==> src/rtl/fp_divider.sv <==
// Sequential IEEE-754 single-precision divider: restoring radix-2, one quotient bit per clock, truncating.
// Define FP_DIV_SPECIAL_EN for zero/inf/NaN decode, over/underflow clamping and the 2-cycle special path.
module fp_divider (
  input  logic        clk,
  input  logic        rst_n,
  input  logic        start,
  input  logic [31:0] A,
  input  logic [31:0] B,
  output logic [31:0] Out,
  output logic        busy,
  output logic        done
);

  typedef enum logic [1:0] {IDLE = 2'd0, DIV = 2'd1, PACK = 2'd2} state_t;

  state_t             state_q, state_d;
  logic        [4:0]  cnt_q, cnt_d;
  logic        [24:0] rem_q, rem_d;
  logic        [24:0] q_q, q_d;
  logic        [23:0] divs_q, divs_d;
  logic               sign_q, sign_d;
  logic signed [9:0]  ebase_q, ebase_d;
  logic        [31:0] out_q, out_d;
  logic               busy_q, busy_d;
  logic               done_q, done_d;
`ifdef FP_DIV_SPECIAL_EN
  logic               spec_q, spec_d;
  logic        [31:0] spec_val_q, spec_val_d;
  logic               a_zero, b_zero, a_inf, b_inf, a_nan, b_nan;
`endif

  logic               ge;
  logic signed [9:0]  e_fin;
  logic        [22:0] frac;
  logic        [31:0] result;

  // Datapath and result packing.
  always_comb begin
    ge    = rem_q >= {1'b0, divs_q};
    e_fin = ebase_q + {9'd0, q_q[24]};
    frac  = q_q[24] ? q_q[23:1] : q_q[22:0];
`ifdef FP_DIV_SPECIAL_EN
    if (spec_q)
      result = spec_val_q;
    else if (e_fin >= 10'sd255)
      result = {sign_q, 8'hFF, 23'h0};
    else if (e_fin <= 10'sd0)
      result = {sign_q, 31'h0};
    else
      result = {sign_q, e_fin[7:0], frac};
`else
    result = {sign_q, e_fin[7:0], frac};
`endif
  end

`ifdef FP_DIV_SPECIAL_EN
  always_comb begin
    a_zero = (A[30:23] == 8'h00);
    b_zero = (B[30:23] == 8'h00);
    a_inf  = (A[30:23] == 8'hFF) && (A[22:0] == 23'h0);
    b_inf  = (B[30:23] == 8'hFF) && (B[22:0] == 23'h0);
    a_nan  = (A[30:23] == 8'hFF) && (A[22:0] != 23'h0);
    b_nan  = (B[30:23] == 8'hFF) && (B[22:0] != 23'h0);
  end
`endif

  always_comb begin
    state_d = state_q;
    cnt_d   = cnt_q;
    rem_d   = rem_q;
    q_d     = q_q;
    divs_d  = divs_q;
    sign_d  = sign_q;
    ebase_d = ebase_q;
    out_d   = out_q;
    busy_d  = busy_q;
    done_d  = 1'b0;
`ifdef FP_DIV_SPECIAL_EN
    spec_d     = spec_q;
    spec_val_d = spec_val_q;
`endif
    case (state_q)
      IDLE: begin
        if (start) begin
          sign_d  = A[31] ^ B[31];
          divs_d  = {1'b1, B[22:0]};
          rem_d   = {1'b0, 1'b1, A[22:0]};
          q_d     = 25'd0;
          cnt_d   = 5'd24;
          // Base assumes q[24]=0; the packing stage adds one when it is set.
          ebase_d = {2'b00, A[30:23]} - {2'b00, B[30:23]} + 10'd126;
          busy_d  = 1'b1;
          state_d = DIV;
`ifdef FP_DIV_SPECIAL_EN
          spec_d     = 1'b1;
          spec_val_d = 32'h0;
          if (a_nan || b_nan || (a_zero && b_zero) || (a_inf && b_inf))
            spec_val_d = 32'h7FC00000;
          else if (b_zero || a_inf)
            spec_val_d = {A[31] ^ B[31], 8'hFF, 23'h0};
          else if (a_zero || b_inf)
            spec_val_d = {A[31] ^ B[31], 31'h0};
          else
            spec_d = 1'b0;
          if (spec_d)
            state_d = PACK;
`endif
        end
      end
      DIV: begin
        rem_d = (ge ? rem_q - {1'b0, divs_q} : rem_q) << 1;
        q_d   = {q_q[23:0], ge};
        if (cnt_q == 5'd0)
          state_d = PACK;
        else
          cnt_d = cnt_q - 5'd1;
      end
      PACK: begin
        out_d   = result;
        done_d  = 1'b1;
        busy_d  = 1'b0;
        state_d = IDLE;
      end
      default: state_d = IDLE;
    endcase
  end

  always_ff @(posedge clk or negedge rst_n) begin
    if (!rst_n) begin
      state_q <= IDLE;
      cnt_q   <= 5'd0;
      rem_q   <= 25'd0;
      q_q     <= 25'd0;
      divs_q  <= 24'd0;
      sign_q  <= 1'b0;
      ebase_q <= 10'sd0;
      out_q   <= 32'h0;
      busy_q  <= 1'b0;
      done_q  <= 1'b0;
`ifdef FP_DIV_SPECIAL_EN
      spec_q     <= 1'b0;
      spec_val_q <= 32'h0;
`endif
    end else begin
      state_q <= state_d;
      cnt_q   <= cnt_d;
      rem_q   <= rem_d;
      q_q     <= q_d;
      divs_q  <= divs_d;
      sign_q  <= sign_d;
      ebase_q <= ebase_d;
      out_q   <= out_d;
      busy_q  <= busy_d;
      done_q  <= done_d;
`ifdef FP_DIV_SPECIAL_EN
      spec_q     <= spec_d;
      spec_val_q <= spec_val_d;
`endif
    end
  end

  assign Out  = out_q;
  assign busy = busy_q;
  assign done = done_q;

endmodule

==> config.mk <==
export PLATFORM = sky130hd
export DESIGN_NAME = fp_divider
export DESIGN_NICKNAME = d
export VERILOG_FILES = /design/src/rtl/fp_divider.sv
export SDC_FILE = /design/constraint.sdc
export NUM_CORES = 1
export LEC_CHECK = 0
export BUFFER_PORTS_ARGS = -buffer_cell sky130_fd_sc_hd__buf_4
export CAP_MARGIN = 20
export CORE_MARGIN = 3
export CORE_UTILIZATION = 59
export DETAILED_ROUTE_END_ITERATION = 7
export PLACE_DENSITY_LB_ADDON = 0.3
export SETUP_SLACK_MARGIN = 0.5
export SLEW_MARGIN = 20
export SYNTH_ARGS = -nofsm -noshare
export SYNTH_HDL_FRONTEND = slang
export SYNTH_SLANG_ARGS = --single-unit
==> constraint.sdc <==
create_clock -name clk -period 7.7 [get_ports clk]
set_input_delay 1.54 -clock clk [delete_from_list [all_inputs] [get_ports clk]]
set_output_delay 1.54 -clock clk [all_outputs]
set_load 0.01 [all_outputs]
== Word-level counts from Yosys, hierarchy flattened ==
Cells that the tools add are included.
W data, S select, Z words.

* Flip-flop bits (word level): 124
* Input bits: 67
* Word-level logic and storage cells: 46

* Add/sub/neg operators: 5
* $lt $le $gt $ge: 1
* Equality and inequality tests: 5
* Mux-type cells: 15
* Bitwise gates (word level): 1
* Reductions and logical operators: 9

{| class="wikitable"
|+ Operators with widths
! kind !! number
|-
| $pmux W25 S2 || 2
|-
| $mux W25 || 2
|-
| $ge A25 B24 Y1 || 1
|-
| $mux W24 || 1
|-
| $sub A24 B24 Y24 || 1
|-
| $mux W23 || 1
|-
| $mux W5 || 2
|-
| $pmux W5 S2 || 1
|-
| $add A8 B1 Y8 || 1
|-
| $add A8 B8 Y8 const B || 1
|-
| $reduce_and A2 Y1 || 4
|-
| $sub A8 B8 Y8 || 1
|-
| $ne A2 B2 Y1 const B || 3
|-
| $logic_not A5 Y1 || 1
|-
| $sub A5 B1 Y5 const B || 1
|-
| $mux W2 || 2
|-
| $pmux W2 S2 || 1
|-
| $reduce_bool A2 Y1 || 2
|-
| $reduce_and A3 Y1 || 1
|-
| $eq A2 B1 Y1 const B || 1
|-
| $eq A2 B2 Y1 const B || 1
|-
| $logic_not A2 Y1 || 1
|-
| $mux W1 || 2
|-
| $pmux W1 S2 || 1
|-
| $xor A1 B1 Y1 || 1
|}

== Logic depth before layout (Yosys ltp) ==
Gate-level depths: netlist of the first run.

* Depth after elaboration: 3
* Mapped depth: 13

== Least setup slack after synthesis of the first run ==
OpenSTA, ideal clock, no wires.

* Path kind: input port to flip-flop
* From: input port A[24]
* To: register ebase_q[7]
* Arrival: 3,112 ps
* Slack: 4,451 ps
* Stages on the path: 13
* Cells stage by stage: inv_1 -> ha_1 -> inv_1 -> ha_1 -> inv_1 -> fa_1 -> nor2b_1 -> o21ai_0 -> nand2b_1 -> a21o_1 -> a21oi_1 -> xnor2_1 -> o21ai_0

* Longest elaborated chain between the ends: 2

{| class="wikitable"
|+ RTL lines
! what !! line !! source
|-
| from (decl) || 7 || <nowiki>input logic [31:0] A,</nowiki>
|-
| $sub A8 B8 Y8 || 91 || <nowiki>ebase_d = {2'b00, A[30:23]} - {2'b00, B[30:23]} + 10'd126;</nowiki>
|-
| $add A8 B8 Y8 || 91 ||
|-
| to (signal assigned) || 151 || <nowiki>ebase_q <= ebase_d;</nowiki>
|-
| to (decl) || 22 || <nowiki>logic signed [9:0] ebase_q, ebase_d;</nowiki>
|}

No other way between the ends.
A chain may end at the register's enable or synchronous reset.

== Final worst setup path of the first run ==
* From: register rem_q[4]
* To: register rem_q[1]

* Longest elaborated chain between the ends: 3

{| class="wikitable"
|+ RTL lines
! what !! line !! source
|-
| from (decl) || 18 || <nowiki>logic [24:0] rem_q, rem_d;</nowiki>
|-
| from (signal assigned) || 147 || <nowiki>rem_q <= rem_d;</nowiki>
|-
| $ge A25 B24 Y1 || 39 || <nowiki>ge = rem_q >= {1'b0, divs_q};</nowiki>
|-
| $mux W24 || 111 || <nowiki>rem_d = (ge ? rem_q - {1'b0, divs_q} : rem_q) << 1;</nowiki>
|-
| $pmux W25 S2 || 82 || <nowiki>case (state_q)</nowiki>
|}

No other way between the ends.

==> results of run 1 <==
flip-flops by register name (all words and copies together) (netlist names):
register	count
Out	32
q_q	25
rem_q	25
divs_q	24
ebase_q	8
cnt_q	5
state_q	2
busy	1
done	1
sign_q	1
cells by family (layout without fill, tap and decap cells):
| kind of cell | count (synthesis) | after routing | share of synthesized area |
|---|---|---|---|
| muxes | 43 | 43 | 0.06162 |
| buffers and inverters | 97 | 196 | 0.05460 |
| AOI/OAI and AO/OA | 177 | 177 | 0.1515 |
| adders and majority gates | 43 | 43 | 0.07760 |
| and+or+nand+nor | 284 | 284 | 0.1763 |
| xor gates and xnor gates | 35 | 35 | 0.04301 |
| DFF | 124 | 124 | 0.4354 |
Yosys cell counts, drive strengths merged, types with 13 or more instances:
| master | n |
|---|---|
| a21o | 15 |
| a21oi | 48 |
| and3 | 19 |
| buf | 13 |
| clkbuf | 29 |
| dfrtp | 124 |
| ha | 41 |
| inv | 55 |
| mux2i | 39 |
| nand2 | 174 |
| nand3 | 41 |
| nor2 | 19 |
| o21ai | 74 |
| xnor2 | 21 |
| xor2 | 14 |
tightest hold or removal path: stages (launching register included):
cell	delay [ns]
dfrtp_1	0.32
inv_1	0.05
nand2_1	0.05
metrics by stage:
step / total power, mW / setup WS, ns / instances / utilization / area [um2]
CTS: 4.231 / 4.367 / 1043 / 0.7353 / 8539
detailed placement: 3.385 / 4.143 / 1011 / 0.6838 / 7941
floorplan: 2.886 / 4.451 / 803 / - / 7127
finish: 4.252 / 4.353 / 1045 / 0.7400 / 8594
global placement: 3.286 / 4.276 / 1011 / 0.6838 / 7941
global route: 4.606 / 4.179 / 1045 / 0.7400 / 8594
worst paths after layout:
path,start,endpoint,cells after the start
min in group asynchronous,rst_n,ebase_q[7]$_DFFE_PN0P_,1
max in group asynchronous,rst_n,rem_q[12]$_DFFE_PN0P_,3
min reg2reg,divs_q[23]$_DFFE_PN0P_,divs_q[23]$_DFFE_PN0P_,2
max,rem_q[4]$_DFFE_PN0P_,rem_q[1]$_DFFE_PN0P_,10
max reg2reg,rem_q[4]$_DFFE_PN0P_,rem_q[1]$_DFFE_PN0P_,10
min,divs_q[23]$_DFFE_PN0P_,divs_q[23]$_DFFE_PN0P_,2
area by class of cell:
type                    instances  area share
flip-flops and latches        124      0.3610
clock inverters                 6     0.01267
inverters                      55     0.02402
clock buffers                  26     0.05692
well taps                     143     0.02082
repair buffers                109     0.09987
multi-input cells             582      0.4247
power by group:
group | internal (mW) | switching (mW)
combinational | 1.01 | 1.30
sequential | 0.939 | 0.190
clock | 0.534 | 0.277
total | 2.48 | 1.77
layer usage:
| layer | vias to the layer above | GRT usage | part of all wire |
|---|---|---|---|
| met1 | 2814 | 0.3075 | 0.43 |
| met2 | 163 | 0.4158 | 0.51 |
| li1 | 2902 | - | - |
| met5 | - | 0 | 0 |
| met3 | 27 | 0.05222 | 0.045 |
| met4 | 0 | 0.09049 | 0.017 |
==> flow_metrics.py, run 1 <==
metrics = {
    "run_status": {
        "status": "completed",
    },
    "synth": {
        "synth_area_leaders": "dfrtp_1 44%, nand2_1 9.1%, ha_1 7.2%, mux2i_1 5.5%, o21ai_0 5.2%",
        "netlist.area_leader.share": 0.4354,
        "synth_edf_count": 0,
        "synth_cells": 803,
        "synth_warnings": 0,
        "synth_nets": 913,
        "synth-seq-cells": 124,
        "avgSynthCellArea_um2": 8.875,
        "syn-cell-area_mm2": 0.007127,
        "synth-main-ff-cell": "dfrtp_1",
        "ys_types": 55,
        "synth_top_area_cell": "dfrtp_1",
        "postSynth.asyncResetShare": 1.000,
        "yosysSeqAreaShare": 0.4354,
    },
    "global_route": {
        "grt_pass1_wl_um": 26290,
        "grt_use_total": 0.2443,
        "grt_pass1_vias": 5818,
        "overflow": 0,
        "grt_start_max_net_pins": 82,
        "antenna_found_initial": 0,
    },
    "finish": {
        "multi_input_area_mm2": 0.003650,
        "ff_latch_area_mm2": 0.003103,
        "nNetsFinal": 999,
        "final_cell_mix": "173 x nand2_1, 124 x dfrtp_1, 107 x buf_4, 74 x o21ai_0, 55 x inv_1",
        "layout_commonest_cell": "nand2_1",
        "area_delta_synth_final_pct": 20.59,
        "antenna_cells": 0,
        "drive_above_1_share": 0.1707,
        "nFillCells": 867,
    },
    "place": {
        "place_hpwl_um": 10530,
        "portBuffers": 100,
        "place.gp.congestion": 0.9223,
    },
    "clock_network": {
        "clkTransAtPathRegs_ns": 0.06,
        "cts.path.max_buffers": 2,
        "cts_setup_buffers": 0,
        "ctsHoldBuffers": 0,
        "cts_inserted_buffers": 17,
        "cts_tree": "yes",
        "worstSkewPairLatency_ns": 0.42,
        "clock-sinks": 124,
        "post_cts_resized": 0,
        "htree_levels": 4,
        "cts_root_buffer": "clkbuf_16",
    },
    "die": {
        "fp.coreArea_mm2": 0.01161,
        "dieArea_mm2": 0.01343,
        "ios": 101,
        "num_rows": 39,
        "die_w_um": 115.9,
        "start_util": 0.6137,
        "dieHeight_um": 115.9,
    },
    "min_path": {
        "hold_path_class": "flip-flop to flip-flop",
    },
    "critical_path": {
        "critPathKind": "flip-flop to flip-flop",
        "crit_buf_inv": 1,
        "cp_max_fo": 16,
        "ff2ff_setup_slack_ns": 4.35,
        "startpoint_type": "flip-flop",
        "crit_slowest_cell": "o311ai_4",
        "worstPathArrival_ns": 3.69,
        "worstPathRequired_ns": 8.04,
        "cp_cell_sequence": "ha_1 > nand2_2 > a211oi_4 > o211ai_2 > a21oi_2 > a21oi_2 > o311ai_4 > buf_4 > mux2_4 > a21oi_2",
        "end_kind": "flip-flop",
        "cp_common_cell": "a21oi_2",
        "cp_slowest_stage_delay_ns": 0.75,
        "cp_top_family": "compound AO/OA/AOI/OAI gates",
    },
    "detailed_routing": {
        "firstDrtPassIters": 5,
        "route.detailed.drc": 0,
        "routedWlPerCell_um": 14.94,
        "vias_per_cell": 5.652,
        "wl_um": 15610,
        "drt_iter0_drc": 404,
        "ant_nets": 0,
        "via_count": 5906,
    },
    "sta": {
        "finalHoldViolCount": 0,
        "tightest_slew_ns": 1.035,
        "finalCriticalPeriod_ns": 3.347,
        "fin_skew_ns": 0.01160,
        "rsz0062_at_grt": "false",
        "max_freq_mhz": 298.7,
        "final_max_slew_viol_count": 0,
        "whs_ns": 0.4560,
        "slew_headroom": 0.3100,
        "setup_viol": 0,
        "period_share": 0.4347,
        "tns_ns": 0,
    },
    "pwr": {
        "vdd_ir_drop_max_mv": 0.2801,
        "powerDensity_mw_per_mm2": 494.8,
        "p_leak_nw": 4.298,
    },
    "run": {
        "cap_violations": 0,
    },
}
(Power assumes the default switching activity.)
==> run 2: changes to the inputs <==
CORE_UTILIZATION = 58   (was 59)
clock period = 3.3 ns   (was 7.7 ns; I/O delays follow)
==> run 2 against run 1 <==
Effect of this change:
- clock skew down 0.0033 ns
- hold slack got worse by 0.15 ns
- design area hardly changed
- core utilization down 0.55 points
- die area increased by 1.6%
- sequential share of layout area barely moved
- clock-buffer cell count decreased by 5
==> flow_metrics.py, run 2 (synthesis results as in run 1) <==
metrics = {
    "sta": {
        "final_max_slew_viol_count": 0,
        "max_freq_mhz": 367.2,
        "slew_headroom": 0.2982,
        "tightest_slew_ns": 1.053,
        "tns_ns": 0,
        "setup_viol": 0,
        "rsz0062_at_grt": "true",
        "fin_skew_ns": 0.008301,
        "whs_ns": 0.3083,
        "finalHoldViolCount": 0,
        "period_share": 0.8254,
        "finalCriticalPeriod_ns": 2.724,
    },
    "place": {
        "place.gp.congestion": 0.8601,
        "dp_cells": 1015,
        "dpl_cell_area_mm2": 0.007984,
        "portBuffers": 100,
        "place_hpwl_um": 10970,
    },
    "run_status": {
        "status": "completed",
    },
    "detailed_routing": {
        "ant_nets": 0,
        "route.detailed.drc": 0,
        "firstDrtPassIters": 5,
        "routedWlPerCell_um": 15.10,
        "drt_iter0_drc": 423,
        "wl_um": 15870,
        "via_count": 5916,
        "vias_per_cell": 5.629,
    },
    "finish": {
        "antenna_cells": 0,
        "largest_register_ffs": 32,
        "area_delta_synth_final_pct": 20.70,
        "drive_above_1_share": 0.1861,
        "fin_cells": 1051,
        "multi_input_area_mm2": 0.003676,
        "ff_latch_area_mm2": 0.003103,
        "final_area_mm2": 0.008602,
        "final_cell_mix": "173 x nand2_1, 124 x dfrtp_1, 112 x buf_4, 72 x o21ai_0, 54 x inv_1",
        "nFillCells": 890,
        "nNetsFinal": 1005,
        "layout_commonest_cell": "nand2_1",
    },
    "pwr": {
        "vdd_ir_drop_max_mv": 0.7173,
        "p_leak_nw": 4.286,
        "powerDensity_mw_per_mm2": 1148,
    },
    "global_route": {
        "grt_pass1_vias": 5818,
        "grt_pass1_wl_um": 26670,
        "grt_use_total": 0.2450,
        "grt_start_max_net_pins": 61,
        "overflow": 0,
        "antenna_found_initial": 0,
    },
    "die": {
        "num_rows": 39,
        "dieHeight_um": 116.9,
        "die_w_um": 116.9,
        "dieArea_mm2": 0.01365,
        "fp.coreArea_mm2": 0.01171,
        "ios": 101,
        "start_util": 0.6085,
    },
    "clock_network": {
        "clkTransAtPathRegs_ns": 0.06,
        "cts.path.max_buffers": 2,
        "cts_inserted_buffers": 17,
        "cts_tree": "yes",
        "clock-sinks": 124,
        "worstSkewPairLatency_ns": 0.41,
        "htree_levels": 4,
        "cts_root_buffer": "clkbuf_16",
    },
    "run": {
        "cap_violations": 0,
    },
    "critical_path": {
        "reg2reg_from": "rem_q[1]$_DFFE_PN0P_",
        "critPathLaunch": "rem_q[1]$_DFFE_PN0P_",
        "worstPathRequired_ns": 3.64,
        "cp_max_fo": 17,
        "end_kind": "flip-flop",
        "startpoint_type": "flip-flop",
        "worstPathArrival_ns": 3.06,
        "critPathKind": "flip-flop to flip-flop",
    },
    "min_path": {
        "hold_path_class": "input port to async pin",
    },
}
## run 2: cell types whose count changed in the layout (fill, tap and decap cells not counted), sizes merged
cell | before | now
buf | 109 | 115
clkbuf | 26 | 21
clkinv | 3 | 6
clkinvlp | 0 | 3
bufinv | 3 | 1
inv | 55 | 56
## run 2: final cells by class
class | instances | share of cell area
multi-input combinational | 582 | 0.4273
sequential | 124 | 0.3607
timing repair buffer | 115 | 0.1037
clock buffer | 21 | 0.05236
inverter | 55 | 0.02400
tap | 143 | 0.02080
clock inverter | 11 | 0.01105
## run 2: what timing repair did
item | CTS | global route
setup buffers | 2 | 2
setup endpoints to repair | 5 | 19
hold buffers | 0 | 0
gates resized for setup | 3 | 10
pin swaps | 2 | 8
## run 2: critical path: stages, from the launching register on
cell      delay, ns
dfrtp_1        0.43
ha_1           0.33
nand2b_1       0.12
a211oi_4       0.30
o211ai_2       0.16
a21oi_2        0.23
a21oi_4        0.10
o311ai_4       0.31
buf_12         0.21
mux2_4         0.31
a21oi_2        0.14
## run 2: routing by layer
metal  GRT usage  vias to the layer above  share of wire
met5           0                        -              0
met1      0.3074                     2847           0.43
met4     0.06957                        0          0.010
met2      0.4289                      130           0.52
li1            -                     2923              -
met3     0.05244                       16          0.041
## run 2: where the power goes
group          switching, mW  internal (mW)  total [mW]
clock                  0.662           1.05        1.71
combinational           3.09           2.44        5.53
sequential             0.442           2.19        2.63
total                   4.19           5.68        9.88
## run 2: worst paths after layout
check	endpoint	slack (ns)	depth (start not counted)
worst max register to register	rem_q[1]$_DFFE_PN0P_	0.58	10
max in group asynchronous	q_q[15]$_DFFE_PN0P_	2.18	2
worst max-delay path	rem_q[1]$_DFFE_PN0P_	0.58	10
worst min-delay path	Out[30]$_DFFE_PN0P_	0.31	1
min in group clk	divs_q[15]$_DFFE_PN0P_	0.45	3
worst min register to register	divs_q[23]$_DFFE_PN0P_	0.47	2
## run 2: through the flow
stage | setup WS, ns | power [mW] | utilization
after global placement | 0.3107 | 7.726 | 0.6817
after floorplan | 0.6101 | 6.735 | -
after CTS | 0.5298 | 9.763 | 0.7309
after detailed placement | 0.2000 | 7.930 | 0.6817
final | 0.5763 | 9.878 | 0.7345
after global routing | 0.4750 | 10.73 | 0.7345
